==> src/rtl/mult_div_seq.sv <==
// Iterative signed multiply/divide unit: radix-2 Booth MULT and restoring DIV,
// one bit per clock, with a final sign-fix cycle that commits hi/lo.
module mult_div_seq #(
    parameter int unsigned WIDTH = 32
) (
    input  logic             clk,
    input  logic             reset,
    input  logic [WIDTH-1:0] a,
    input  logic [WIDTH-1:0] b,
    input  logic [1:0]       op,
    output logic [WIDTH-1:0] hi,
    output logic [WIDTH-1:0] lo,
    output logic             busy,
    output logic             done,
    output logic             div_zero
);

    localparam int unsigned CW      = $clog2(WIDTH + 1);
    localparam logic [1:0]  OP_MULT = 2'b01;
    localparam logic [1:0]  OP_DIV  = 2'b10;

    typedef enum logic [1:0] {IDLE, MUL_RUN, DIV_RUN, FIX} state_t;

    state_t           state;
    logic [CW-1:0]    count;
    logic [WIDTH-1:0] acc_hi;
    logic [WIDTH-1:0] acc_lo;
    logic             acc_q;
    logic [WIDTH-1:0] operand;
    logic             is_div;
    logic             neg_q;
    logic             neg_r;

    logic [WIDTH:0]   booth_sum;
    logic [WIDTH:0]   div_part;
    logic [WIDTH-1:0] div_diff;
    logic             div_ge;
    logic [WIDTH-1:0] a_mag;
    logic [WIDTH-1:0] b_mag;

    // Booth add/sub is done one bit wider so that subtracting the most
    // negative multiplicand cannot overflow before the arithmetic shift.
    always_comb begin
        booth_sum = {acc_hi[WIDTH-1], acc_hi};
        case ({acc_lo[0], acc_q})
            2'b01:   booth_sum = {acc_hi[WIDTH-1], acc_hi} + {operand[WIDTH-1], operand};
            2'b10:   booth_sum = {acc_hi[WIDTH-1], acc_hi} - {operand[WIDTH-1], operand};
            default: booth_sum = {acc_hi[WIDTH-1], acc_hi};
        endcase
    end

    always_comb begin
        div_part = {acc_hi, acc_lo[WIDTH-1]};
        div_ge   = (div_part >= {1'b0, operand});
        div_diff = div_part[WIDTH-1:0] - operand;
        a_mag    = a[WIDTH-1] ? -a : a;
        b_mag    = b[WIDTH-1] ? -b : b;
    end

    always_ff @(posedge clk or posedge reset) begin
        if (reset) begin
            state    <= IDLE;
            count    <= '0;
            acc_hi   <= '0;
            acc_lo   <= '0;
            acc_q    <= 1'b0;
            operand  <= '0;
            is_div   <= 1'b0;
            neg_q    <= 1'b0;
            neg_r    <= 1'b0;
            hi       <= '0;
            lo       <= '0;
            busy     <= 1'b0;
            done     <= 1'b0;
            div_zero <= 1'b0;
        end else begin
            done <= 1'b0;
            case (state)
                IDLE: begin
                    if (op == OP_MULT) begin
                        acc_hi   <= '0;
                        acc_lo   <= b;
                        acc_q    <= 1'b0;
                        operand  <= a;
                        is_div   <= 1'b0;
                        div_zero <= 1'b0;
                        busy     <= 1'b1;
                        count    <= CW'(WIDTH);
                        state    <= MUL_RUN;
                    end else if (op == OP_DIV) begin
                        if (b == '0) begin
                            div_zero <= 1'b1;
                            done     <= 1'b1;
                        end else begin
                            acc_hi   <= '0;
                            acc_lo   <= a_mag;
                            acc_q    <= 1'b0;
                            operand  <= b_mag;
                            neg_q    <= a[WIDTH-1] ^ b[WIDTH-1];
                            neg_r    <= a[WIDTH-1];
                            is_div   <= 1'b1;
                            div_zero <= 1'b0;
                            busy     <= 1'b1;
                            count    <= CW'(WIDTH);
                            state    <= DIV_RUN;
                        end
                    end
                end
                MUL_RUN: begin
                    acc_hi <= booth_sum[WIDTH:1];
                    acc_lo <= {booth_sum[0], acc_lo[WIDTH-1:1]};
                    acc_q  <= acc_lo[0];
                    count  <= count - CW'(1);
                    if (count == CW'(1))
                        state <= FIX;
                end
                DIV_RUN: begin
                    acc_hi <= div_ge ? div_diff : div_part[WIDTH-1:0];
                    acc_lo <= {acc_lo[WIDTH-2:0], div_ge};
                    count  <= count - CW'(1);
                    if (count == CW'(1))
                        state <= FIX;
                end
                FIX: begin
                    if (is_div) begin
                        lo <= neg_q ? -acc_lo : acc_lo;
                        hi <= neg_r ? -acc_hi : acc_hi;
                    end else begin
                        lo <= acc_lo;
                        hi <= acc_hi;
                    end
                    busy  <= 1'b0;
                    done  <= 1'b1;
                    state <= IDLE;
                end
                default: state <= IDLE;
            endcase
        end
    end

endmodule

==> config.mk <==
export PLATFORM = sky130hd
export DESIGN_NAME = mult_div_seq
export DESIGN_NICKNAME = d
export VERILOG_FILES = /design/src/rtl/mult_div_seq.sv
export SDC_FILE = /design/constraint.sdc
export NUM_CORES = 1
export LEC_CHECK = 0
export ABC_AREA = 1
export CAP_MARGIN = 40
export CORE_ASPECT_RATIO = 0.8
export CORE_MARGIN = 3
export CORE_UTILIZATION = 60
export DETAILED_ROUTE_END_ITERATION = 16
export PLACE_DENSITY = 0.81
export SYNTH_ARGS = -nofsm -noshare
export SYNTH_HDL_FRONTEND = slang
export SYNTH_SLANG_ARGS = --single-unit
==> constraint.sdc <==
create_clock -name clk -period 8.4 [get_ports clk]
set_input_delay 1.68 -clock clk [delete_from_list [all_inputs] [get_ports clk]]
set_output_delay 1.68 -clock clk [all_outputs]
set_load 0.05 [all_outputs]
==> flow_summary.json <==
{
  "fin_crit_sh_pct": 52.88,
  "worstSkewPairLatency_ps": 460,
  "antenna_left": 0,
  "slowest_stage": "nand2_4",
  "dpl.cell_count": 3638,
  "hold_path.class": "reg2reg",
  "skew_ps": 16.20,
  "numCtsBuffers": 17,
  "root_buffer": "clkbuf_16",
  "totalWireLength_um": 71150,
  "drt-initial-drc-count": 3181,
  "crit_path_max_incr_delay_ps": 540,
  "setup_viol": 0,
  "chipHeight_um": 162.6,
  "htreeDepth": 4,
  "worst_pin_slew_ps": 969.9,
  "setup.worst_path.start_class": "input pin",
  "gp_congestion": 1.096,
  "worstPathMaxFanout": 68,
  "syn_to_final_growth_pct": 12.25,
  "first_global_vias": 19930,
  "synth_edf_count": 0,
  "fillers": 2696,
  "routedWlPerCell_um": 19.38,
  "drive_gt1_share_pct": 2.788,
  "criticalPathCategory": "in2reg",
  "status": "finished clean",
  "cap_violations": 0,
  "postLayoutCoreUtil_pct": 69.37,
  "max_freq_mhz": 225.1,
  "nNetsFinal": 3400,
  "slew_headroom_pct": 35.27,
  "final_cells": 3671,
  "grt_usage_pct": 42.20,
  "ir_drop_v": 0.0002920,
  "remaining_drc_errors": 0,
  "power.share.clock_pct": 8.8,
  "die-area_mm2": 0.03282,
  "clockBufferDepth": 2,
  "cp_data_arrival_time_ps": 4770,
  "vias": 22070,
  "grt_pass1_wl_um": 108900,
  "tns_ps": 0,
  "core_mm2": 0.02978,
  "period_needed_ps": 4442,
  "hold_viol": 0,
  "routed_via_density": 6.012,
  "ys_warn_count": 0,
  "synth_cell_type_count": 50,
  "grt_overflow_total": 0,
  "num_rows": 56,
  "p_comb_share_pct": 73.8,
  "setup_ws_ps": 3958,
  "pre_cts_slack_ps": 3571,
  "antenna_found_initial": 3,
  "tritoncts": "done",
  "synthesis.area_mm2": 0.01840,
  "cts.clk_slew.worst_paths_ps": 80,
  "die_w_um": 201.8,
  "worstPathRequired_ps": 8730,
  "crit_chain": "clkdlybuf4s50_1 > inv_1 > ha_1 > nand4_2 > nor2_4 > nand2_2 > nor2_4 > nand3_2 > nand2_2 > inv_2 > nand2_4 > inv_2 > nand3_1 > nand3_1",
  "clkSinkCount": 175,
  "cts.repair.resized": 0,
  "floorplan.initialDensity_pct": 61.79,
  "dr.pass1.iters": 7,
  "syn_avg_cell_area_um2": 5.783,
  "post-dp-hpwl_um": 56420,
  "grt_max_degree": 78,
  "ys_seq_area_share_pct": 23.80,
  "synth_fp_nets": 3331,
  "crit_path_end_kind": "flop",
  "io_pins": 135,
  "synth_flop_cell": "dfrtp_1",
  "rsz0062_at_grt": "false",
  "ys_async_sr_fraction_pct": 100.0,
  "p_int_w": 0.003707,
  "maxSlewViolCount": 0,
  "cts_setup_buffers": 0,
  "synth_cells": 3182,
  "cellPowerDensity_mw_per_mm2": 467.3,
  "switching_share_pct": 61.59,
  "seq_power_share_pct": 17.4,
  "numPortBuffers": 134,
  "ys_ff_latch": 175,
  "p_sw_w": 0.005945,
  "leakagePower_nw": 11.22,
  "cts-hold-fix-buffers": 0
}
==> cell usage in the layout (no fill, tap or decap), types with 22 or more instances in the layout <==
cell type        Yosys  final
clkdlybuf4s50_1      0    134
nor3_1              30     30
o211ai_1            26     26
nand2_1           1139   1139
xnor2_1             22     22
ha_1                79     77
dfrtp_1            175    175
nor2_1             282    281
xor2_1              87     87
inv_1              494    493
a21oi_1            134    134
nand4_1             38     38
o22ai_1             38     38
nand3_1            271    271
o21ai_0            143    143
==> final cells by class <==
cell class / count / area [um^2] / area share (%)
well taps: 406 / 508.0 / 2.459
clock inverters: 15 / 205.2 / 0.9934
diodes: 1 / 2.502 / 0.01211
flip-flops and latches: 175 / 4379 / 21.20
clock buffers: 17 / 425.4 / 2.059
repair buffers: 150 / 1546 / 7.487
inverters: 503 / 1893 / 9.165
multi-input cells: 2404 / 11700 / 56.62
==> worst max-delay path, delay by kind of cell <==
kind,cells,cell delay [ps]
AND/OR/NAND/NOR,9,1690
adder cells (fa/ha/maj),1,230
buffers and inverters,4,1130
==> metrics by stage <==
stage               hold WS, ps  total power (W)  cell area [um^2]
CTS                       487.2         0.009316             20650
floorplan                 448.9         0.006373             18400
detailed placement        466.9         0.008425             20020
global placement          462.0         0.008204             19890
finish                    486.3         0.009652             20660
global route              517.9          0.01027             20650
==> flip-flops by register name, summed over array words and instances, names as in the netlist <==
register  flops
operand      32
hi           32
acc_lo       32
busy          1
done          1
state         2
div_zero      1
lo           32
acc_hi       32
neg_r         1
is_div        1
neg_q         1
count         6
acc_q         1
==> power groups by stage <==
| stage | Combinational [W] | Clock, W | Sequential (W) |
|---|---|---|---|
| detailed placement | 0.00678 | 0 | 0.00165 |
| CTS | 0.00684 | 0.000843 | 0.00164 |
| finish | 0.00712 | 0.000853 | 0.00168 |
| floorplan | 0.00439 | 0 | 0.00198 |
| global route | 0.00771 | 0.000879 | 0.00169 |
| global placement | 0.00658 | 0 | 0.00162 |
==> Yosys cell counts (6+ instances only) <==
| cell type | number | share of area (%) |
|---|---|---|
| o21ai_0 | 143 | 3.9 |
| a31oi_1 | 18 | 0.61 |
| nor2_2 | 9 | 0.31 |
| nand3_1 | 271 | 7.4 |
| xor2_1 | 87 | 4.1 |
| inv_2 | 6 | 0.12 |
| dfrtp_1 | 175 | 24 |
| o221ai_1 | 6 | 0.29 |
| inv_1 | 494 | 10 |
| nand2_1 | 1139 | 23 |
| a21oi_1 | 134 | 3.6 |
| nand3b_1 | 7 | 0.29 |
| o22ai_1 | 38 | 1.3 |
| clkbuf_1 | 64 | 1.3 |
| o211ai_1 | 26 | 1.1 |
| nor2_1 | 282 | 5.8 |
| nand4_1 | 38 | 1.3 |
| ha_1 | 79 | 5.4 |
| nor3_1 | 30 | 0.82 |
| buf_1 | 9 | 0.18 |
| buf_2 | 18 | 0.49 |
| xnor2_1 | 22 | 1.0 |
| o21ai_1 | 21 | 0.57 |
==> cells by family after synthesis <==
| logic type | synth area share [%] |
|---|---|
| muxes | 0.05440 |
| xor gates and xnor gates | 5.188 |
| adders and majority gates | 5.589 |
| DFF | 23.80 |
| AOI/OAI and AO/OA | 12.35 |
| buffers and inverters | 12.71 |
| and+or+nand+nor | 40.31 |
==> final timing paths <==
path / startpoint / endpoint / slack, ps / cells past startpoint
max in group asynchronous: reset / acc_hi[14]$_DFFE_PP0P_ / 6030 / 4
min in group asynchronous: reset / lo[6]$_DFFE_PP0P_ / 1550 / 2
min: lo[31]$_DFFE_PP0P_ / lo[31]$_DFFE_PP0P_ / 490 / 2
max: b[0] / acc_lo[18]$_DFFE_PP0P_ / 3960 / 14
min reg2reg: lo[31]$_DFFE_PP0P_ / lo[31]$_DFFE_PP0P_ / 490 / 2
max reg2reg: acc_lo[0]$_DFFE_PP0P_ / acc_hi[26]$_DFFE_PP0P_ / 4080 / 19
==> metal layers <==
| metal | vias up | track usage, % | share of wire, % |
|---|---|---|---|
| met3 | 237 | 17.32 | 17 |
| li1 | 10190 | - | - |
| met1 | 9997 | 58.24 | 40 |
| met4 | 6 | 12.65 | 3.2 |
| met5 | - | 0 | 0.038 |
| met2 | 1636 | 60.53 | 40 |
Power figures use the tool's default switching activity.
